<file path="src/rtl/decoder_pkg.sv">
// Shared definitions for the decoder/encoder family: handshake FSM states,
// the 2-bit output codes and a small population-count helper.
package decoder_pkg;

    typedef enum logic {
        IDLE = 1'b0,
        HOLD = 1'b1
    } state_e;

    localparam logic [1:0] CODE_D0 = 2'b00;
    localparam logic [1:0] CODE_D1 = 2'b01;
    localparam logic [1:0] CODE_D2 = 2'b10;
    localparam logic [1:0] CODE_D3 = 2'b11;

    function automatic logic [2:0] popcount4(input logic [3:0] v);
        return {2'b00, v[0]} + {2'b00, v[1]} + {2'b00, v[2]} + {2'b00, v[3]};
    endfunction

endpackage

</file>
<file path="src/rtl/prio_pick4.sv">
// Combinational 4-way picker: first set candidate at or after startIdx_i,
// wrapping 3->0, plus "any" and "more than one candidate" flags.
module prio_pick4
    import decoder_pkg::*;
(
    input  logic [3:0] cand_i,
    input  logic [1:0] startIdx_i,
    output logic [1:0] idx_o,
    output logic       any_o,
    output logic       multi_o
);

    logic [1:0] probe;
    logic       found;

    // Walk the four positions in rotated order and keep the first hit.
    always_comb begin
        idx_o = startIdx_i;
        found = 1'b0;
        probe = startIdx_i;
        for (int k = 0; k < 4; k++) begin
            probe = startIdx_i + 2'(k);
            if (!found && cand_i[probe]) begin
                idx_o = probe;
                found = 1'b1;
            end
        end
    end

    assign any_o   = |cand_i;
    assign multi_o = (popcount4(cand_i) >= 3'd2);

endmodule

</file>
<file path="src/rtl/encoder_4to2_hs.sv">
// 4-to-2 priority encoder with request capture and a valid/ready handshake.
// ROUND_ROBIN=0 gives D0 highest priority; ROUND_ROBIN=1 rotates after each grant.
module encoder_4to2_hs
    import decoder_pkg::*;
#(
    parameter bit ROUND_ROBIN = 1'b0
) (
    input  logic clk,
    input  logic rst_n,
    input  logic D0,
    input  logic D1,
    input  logic D2,
    input  logic D3,
    input  logic EN,
    input  logic READY,
    output logic A0,
    output logic A1,
    output logic VALID,
    output logic MULTI
);

    state_e     state_q, state_d;
    logic [3:0] pending_q, pending_d;
    logic [1:0] code_q, code_d;
    logic       multi_q;
    logic [1:0] ptr_q;

    logic [3:0] reqMasked;
    logic [3:0] candidates;
    logic [3:0] selOneHot;
    logic [1:0] startIdx;
    logic [1:0] pickIdx;
    logic       pickAny;
    logic       pickMulti;
    logic       loadCode;

    assign reqMasked  = {D3, D2, D1, D0} & {4{EN}};
    assign candidates = pending_q | reqMasked;
    assign startIdx   = ROUND_ROBIN ? (ptr_q + 2'd1) : 2'd0;

    prio_pick4 u_pick (
        .cand_i     (candidates),
        .startIdx_i (startIdx),
        .idx_o      (pickIdx),
        .any_o      (pickAny),
        .multi_o    (pickMulti)
    );

    // The granted request is consumed by the load; a request arriving during
    // HOLD for the in-flight index lands in pending and earns a fresh grant.
    assign selOneHot = 4'b0001 << pickIdx;
    assign pending_d = loadCode ? (candidates & ~selOneHot) : candidates;

    always_comb begin
        code_d = CODE_D0;
        case (pickIdx)
            2'd0:    code_d = CODE_D0;
            2'd1:    code_d = CODE_D1;
            2'd2:    code_d = CODE_D2;
            default: code_d = CODE_D3;
        endcase
    end

    always_ff @(posedge clk or negedge rst_n) begin
        if (!rst_n) begin
            state_q <= IDLE;
        end else begin
            state_q <= state_d;
        end
    end

    // Acceptance and the next load share one edge, so there is no bubble.
    always_comb begin
        state_d  = state_q;
        loadCode = 1'b0;
        case (state_q)
            IDLE: begin
                if (pickAny) begin
                    loadCode = 1'b1;
                    state_d  = HOLD;
                end
            end
            HOLD: begin
                if (READY) begin
                    if (pickAny) begin
                        loadCode = 1'b1;
                    end else begin
                        state_d = IDLE;
                    end
                end
            end
            default: state_d = IDLE;
        endcase
    end

    always_comb begin
        VALID = (state_q == HOLD);
        A0    = code_q[1];
        A1    = code_q[0];
        MULTI = multi_q;
    end

    // Pointer resets to 3 so the first rotating search begins at D0.
    always_ff @(posedge clk or negedge rst_n) begin
        if (!rst_n) begin
            pending_q <= 4'b0000;
            code_q    <= CODE_D0;
            multi_q   <= 1'b0;
            ptr_q     <= 2'd3;
        end else begin
            pending_q <= pending_d;
            if (loadCode) begin
                code_q  <= code_d;
                multi_q <= pickMulti;
                ptr_q   <= pickIdx;
            end
        end
    end

endmodule

</file>
<file path="config.mk">
export PLATFORM = sky130hd
export DESIGN_NAME = encoder_4to2_hs
export DESIGN_NICKNAME = d
export VERILOG_FILES = /design/src/rtl/decoder_pkg.sv /design/src/rtl/prio_pick4.sv /design/src/rtl/encoder_4to2_hs.sv
export SDC_FILE = /design/constraint.sdc
export NUM_CORES = 1
export LEC_CHECK = 0
export CELL_PAD_IN_SITES_DETAIL_PLACEMENT = 0
export CELL_PAD_IN_SITES_GLOBAL_PLACEMENT = 1
export CORE_AREA = 5 5 42 44
export DETAILED_ROUTE_END_ITERATION = 8
export DIE_AREA = 0 0 47 49
export GPL_TIMING_DRIVEN = 0
export HOLD_SLACK_MARGIN = 0.15
export PLACE_DENSITY = 0.77
export REMOVE_ABC_BUFFERS = 1
export SYNTH_ARGS = -nofsm -noshare
export SYNTH_HDL_FRONTEND = slang
export SYNTH_SLANG_ARGS = --single-unit
export TNS_END_PERCENT = 10
</file>
<file path="constraint.sdc">
create_clock -name clk -period 4 [get_ports clk]
set_clock_uncertainty 0.2 [all_clocks]
set_input_delay 0.6 -clock clk [delete_from_list [all_inputs] [get_ports clk]]
set_output_delay 0.6 -clock clk [all_outputs]
set_load 0.05 [all_outputs]
</file>
======== After elaboration in Yosys (flattened, before gate mapping) ========
Index checks and enable logic that the tools add are counted.
cells by class
  add/subtract/negate cells ............... 3
  order comparisons ....................... 1
  equal/unequal tests ..................... 2
  shifts and indexed selects .............. 1
  muxes and demuxes ....................... 13
  bitwise operators ....................... 5
  reductions and logical operators ........ 8
operators by type and width
  kind                   count
  $and A4 B4 Y4          2
  $mux W1                7
  $add A3 B1 Y3          2
  $pmux W2 S3            1
  $mux W2                2
  $mux W4                1
  $not A4 Y4             1
  $or A4 B4 Y4           1
  $pmux W1 S2            2
  $reduce_or A4 Y1       1
  $shl A1 B2 Y4 const A  1
  $ge A3 B2 Y1 const B   1
  $logic_and A1 B1 Y1    3
  $logic_not A1 Y1       3
  $add A1 B1 Y2          1
  $eq A2 B1 Y1 const B   1
  $eq A2 B2 Y1 const B   1
  $logic_not A2 Y1       1
  $not A1 Y1             1
word-level totals
  register bits after elaboration ......... 8
  output and inout bits ................... 4
  word-level logic and storage cells ...... 37

======== Depth between registers and ports, before layout ========
  depth after elaboration ................. 16
  gate-level depth with buffers ........... 6
  depth with buffers taken out ............ 6

======== Cells and area by module ========
From an unflattened synthesis, not the netlist that was laid out.
unflattened totals
  cell total of the unflattened synthesis .. 45
  area total of the unflattened synthesis .. 505.5 um^2
by module, submodules not included
  module           times used  cells an instance  area an instance (um^2)  sequential area each (um^2)
  encoder_4to2_hs  1           25                 359.1                    200.2
  prio_pick4       1           20                 146.4                    0.0

======== Worst setup path before layout ========
OpenSTA, ideal clock, no wires.
  kind .................................... in2reg
  start point ............................. input D0
  end point ............................... register multi_q (netlist: MULTI)
  library setup time ...................... 0.125 ns
  arrival time ............................ 1.793 ns
  data required time ...................... 3.675 ns
  setup slack ............................. 1.882 ns
  cell stages on the path ................. 6
  path buffers ............................ 0
  cells stage by stage .................... a21oi_1 -> ha_1 -> ha_1 -> inv_1 -> o21ai_0 -> mux2_4
on the way
  longest elaborated chain between the ends .. 6
ends and longest elaborated chain
  element                                            RTL line                                                         RTL
  from (decl)                                        encoder_4to2_hs.sv:10                                            input logic D0,
  $and A4 B4 Y4 (*)                                  encoder_4to2_hs.sv:37                                            assign reqMasked = {D3, D2, D1, D0} & {4{EN}};
  $or A4 B4 Y4 (*)                                   encoder_4to2_hs.sv:38                                            assign candidates = pending_q | reqMasked;
  $add A1 B1 Y2 or $reduce_or A4 Y1 (tied branches)  decoder_pkg.sv:16, prio_pick4.sv:30
  $add A3 B1 Y3 or $mux W1 (tied branches)           decoder_pkg.sv:16, encoder_4to2_hs.sv:78, encoder_4to2_hs.sv:85
  $add A3 B1 Y3 or $mux W1 (tied branches)           decoder_pkg.sv:16, encoder_4to2_hs.sv:84
  $ge A3 B2 Y1 or $pmux W1 S2 (tied branches)        prio_pick4.sv:31, encoder_4to2_hs.sv:76
  to (signal assigned)                               encoder_4to2_hs.sv:114                                           multi_q <= pickMulti;
  to (decl)                                          encoder_4to2_hs.sv:25                                            logic multi_q;
Every way passes the cells marked *; elsewhere a longest branch is shown, timed or not.
A chain may end at the register's enable or synchronous reset.

======== Worst setup path after layout ========
  start point ............................. input EN
  end point ............................... register multi_q (netlist: MULTI)
on the way
  longest elaborated chain between the ends .. 6
ends and longest elaborated chain
  element                                            RTL line                                                         RTL
  from (decl)                                        encoder_4to2_hs.sv:14                                            input logic EN,
  $and A4 B4 Y4 (*)                                  encoder_4to2_hs.sv:37
  $or A4 B4 Y4 (*)                                   encoder_4to2_hs.sv:38
  $add A1 B1 Y2 or $reduce_or A4 Y1 (tied branches)  decoder_pkg.sv:16, prio_pick4.sv:30
  $add A3 B1 Y3 or $mux W1 (tied branches)           decoder_pkg.sv:16, encoder_4to2_hs.sv:78, encoder_4to2_hs.sv:85
  $add A3 B1 Y3 or $mux W1 (tied branches)           decoder_pkg.sv:16, encoder_4to2_hs.sv:84
  $ge A3 B2 Y1 or $pmux W1 S2 (tied branches)        prio_pick4.sv:31, encoder_4to2_hs.sv:76
Marked as above.

==> flow_metrics.tcl <==
set metrics [dict create \
    hold_path_end "code_q[0]" \
    fmax_ghz 0.395 \
    p_int_uw 208 \
    cts_setup_buffers 0 \
    grt_max_degree 9 \
    reg2reg_depth 6 \
    areaGrowthSynthToFinish_pct 32.8 \
    seqPwrFrac 0.342 \
    netlist_area_um2 465 \
    die_width_um 47 \
    grt_pass1_vias 360 \
    drtIter0Drc 8 \
    netlist_top_cells_area "dfrtp_1, ha_1, mux2_4, a31oi_4, a21oi_1" \
    whs_ps 328 \
    insertion_delay_ps 250 \
    n_antenna_cell 0 \
    ctsLongestPathBuffers 2 \
    finalMaxSlewViolations 0 \
    avgViaCountPerCell 5.00 \
    syn_avg_cell_area_um2 11.1 \
    r2r-start "pending_q[0]" \
    antenna_found_initial 0 \
    leakagePower_nw 0.264 \
    holdBufCountCts 0 \
    yosysSeqAreaShare 0.430 \
    cts_made_buffers 3 \
    r2r_slack_ps 2000 \
    slew_headroom 0.668 \
    pwr-share-comb 0.481 \
    worstPathArrival_ps 2470 \
    max-vdd-ir-drop_v 0.000292 \
    track_usage 0.0935 \
    cts_tree "yes" \
    row_count 14 \
    post-route-period-util 0.634 \
    final_cell_area_um2 618 \
    p_switching_uw 134 \
    worstMarginPinSlew_ps 497 \
    placed_cells 69 \
    place_hpwl_um 782 \
    start_util 0.332 \
    synth_cell_types 21 \
    gp_congestion 0.823 \
    pwr-share-clk 0.177 \
    status "finished, final reports clean" \
    fin_cells 72 \
    cap_viol_max_count 0 \
    dieArea_um2 2300 \
    min_path_cells 2 \
    hold_start "code_q[0]" \
    finalSetupViolations 0 \
    critPathLaunchType "primary input" \
    path_clk_slew_ps 50 \
    drcViolationCount 0 \
    synth_top_area_share 0.430 \
    totalWireLength_um 922 \
    final_common_cell "clkdlybuf4s50_1" \
    reg2reg_to "MULTI" \
    fin_setup_tns_ps 0 \
    cp.required_ps 3930 \
    port_buffers 11 \
    cp-end-kind "flop" \
    dieHeight_um 49 \
    placed_cell_area_um2 596 \
    power_density_nw_per_um2 554 \
    final_nets 71 \
    layout.cells.most_common_list "clkdlybuf4s50_1, dfrtp_1, inv_1, ha_1, a21oi_1" \
    yosysTopAreaCell "dfrtp_1" \
    ios 12 \
    ctsResizeCount 0 \
    cts-root-buf "clkbuf_4" \
    period_needed_ps 2530 \
    first_pass_iters 4 \
    hold_violations 0 \
    ys_ff_latch 8 \
    sw_frac_of_total 0.392 \
    antenna_left 0 \
    yosys_warnings 0 \
    cts_sinks 8 \
    rsz0062_at_grt "no" \
    cp_max_fo 5 \
    final_core_util 0.441 \
    crit_type "primary input to flop" \
    synthCells 42 \
    drive_above_1_share 0.179 \
    coreArea_um2 1400 \
    min_path_type "flop to flop" \
    dr_total_vias 360 \
    overflow 0 \
    cts_max_level 1 \
    wl_per_cell_um 12.8 \
    grt_pass1_wl_um 1480 \
]
==> worst max path at each step <==
stage	startpoint	endpoint	slack, ps	cells after the start
6_report	EN	MULTI	1470	7
5_1_grt	EN	MULTI	1340	7
4_1_cts	EN	MULTI	1460	7
3_5_place_dp	EN	MULTI	1190	7
3_3_place_gp	EN	MULTI	1190	7
2_1_floorplan	D0	MULTI	1880	6
==> metal layers <==
metal,up-vias,track usage,wire length [um],part of all wire
met3,0,0.0443,54,0.059
met5,-,0,0,0
met2,9,0.118,478,0.52
met1,172,0.119,390,0.42
li1,179,-,-,-
met4,0,0.0691,0,0
==> power by group through the flow <==
stage | Sequential, mW | Clock [mW] | Combinational [mW]
detailed placement | 0.118 | 0 | 0.167
global route | 0.119 | 0.0686 | 0.179
floorplan | 0.153 | 0 | 0.0801
global placement | 0.117 | 0 | 0.162
finish | 0.117 | 0.0605 | 0.165
CTS | 0.117 | 0.0648 | 0.167
==> cell type report <==
cell class / count / area (um2)
inverters: 5 / 18.8
flip-flops and latches: 8 / 200
multi-input cells: 29 / 246
well taps: 16 / 20.0
repair buffers: 11 / 110
clock buffers: 3 / 22.5
fillers: 140 / 783
==> critical path: stages <==
cell             delay [ps]
clkdlybuf4s50_1         490
a21oi_1                 400
ha_1                    320
ha_1                    270
inv_1                    50
o21ai_0                  70
mux2_4                  260
==> sequential cells by signal, summed over array words and instances (netlist names) <==
signal     cells
pending_q      4
MULTI          1
VALID          1
code_q         2
==> kinds of logic after synthesis <==
kind of cell / synth area share
and+or+nand+nor: 0.0941
muxes: 0.0860
buffers and inverters: 0.0403
AOI/OAI and AO/OA: 0.215
DFF: 0.430
adders and majority gates: 0.134
==> cells in the mapped netlist <==
cell / instances
nand4_1: 1
nor2b_1: 1
and2_1: 1
a21bo_2: 1
nor2_2: 1
nand2b_1: 1
nor2_1: 2
o21ai_2: 1
dfrtp_1: 8
a21oi_1: 4
ha_1: 5
o22ai_1: 1
mux2_4: 2
mux2i_1: 1
nand3_1: 1
o21ai_0: 1
a31oi_1: 2
a31oi_4: 1
o211ai_1: 1
a21o_2: 1
inv_1: 5
==> stage by stage <==
step / power, mW / worst slack (ps)
detailed placement: 0.285 / 1190
CTS: 0.349 / 1460
floorplan: 0.233 / 1880
finish: 0.343 / 1470
global route: 0.366 / 1340
global placement: 0.279 / 1190
No activity file was read; power rests on OpenSTA's default activity.
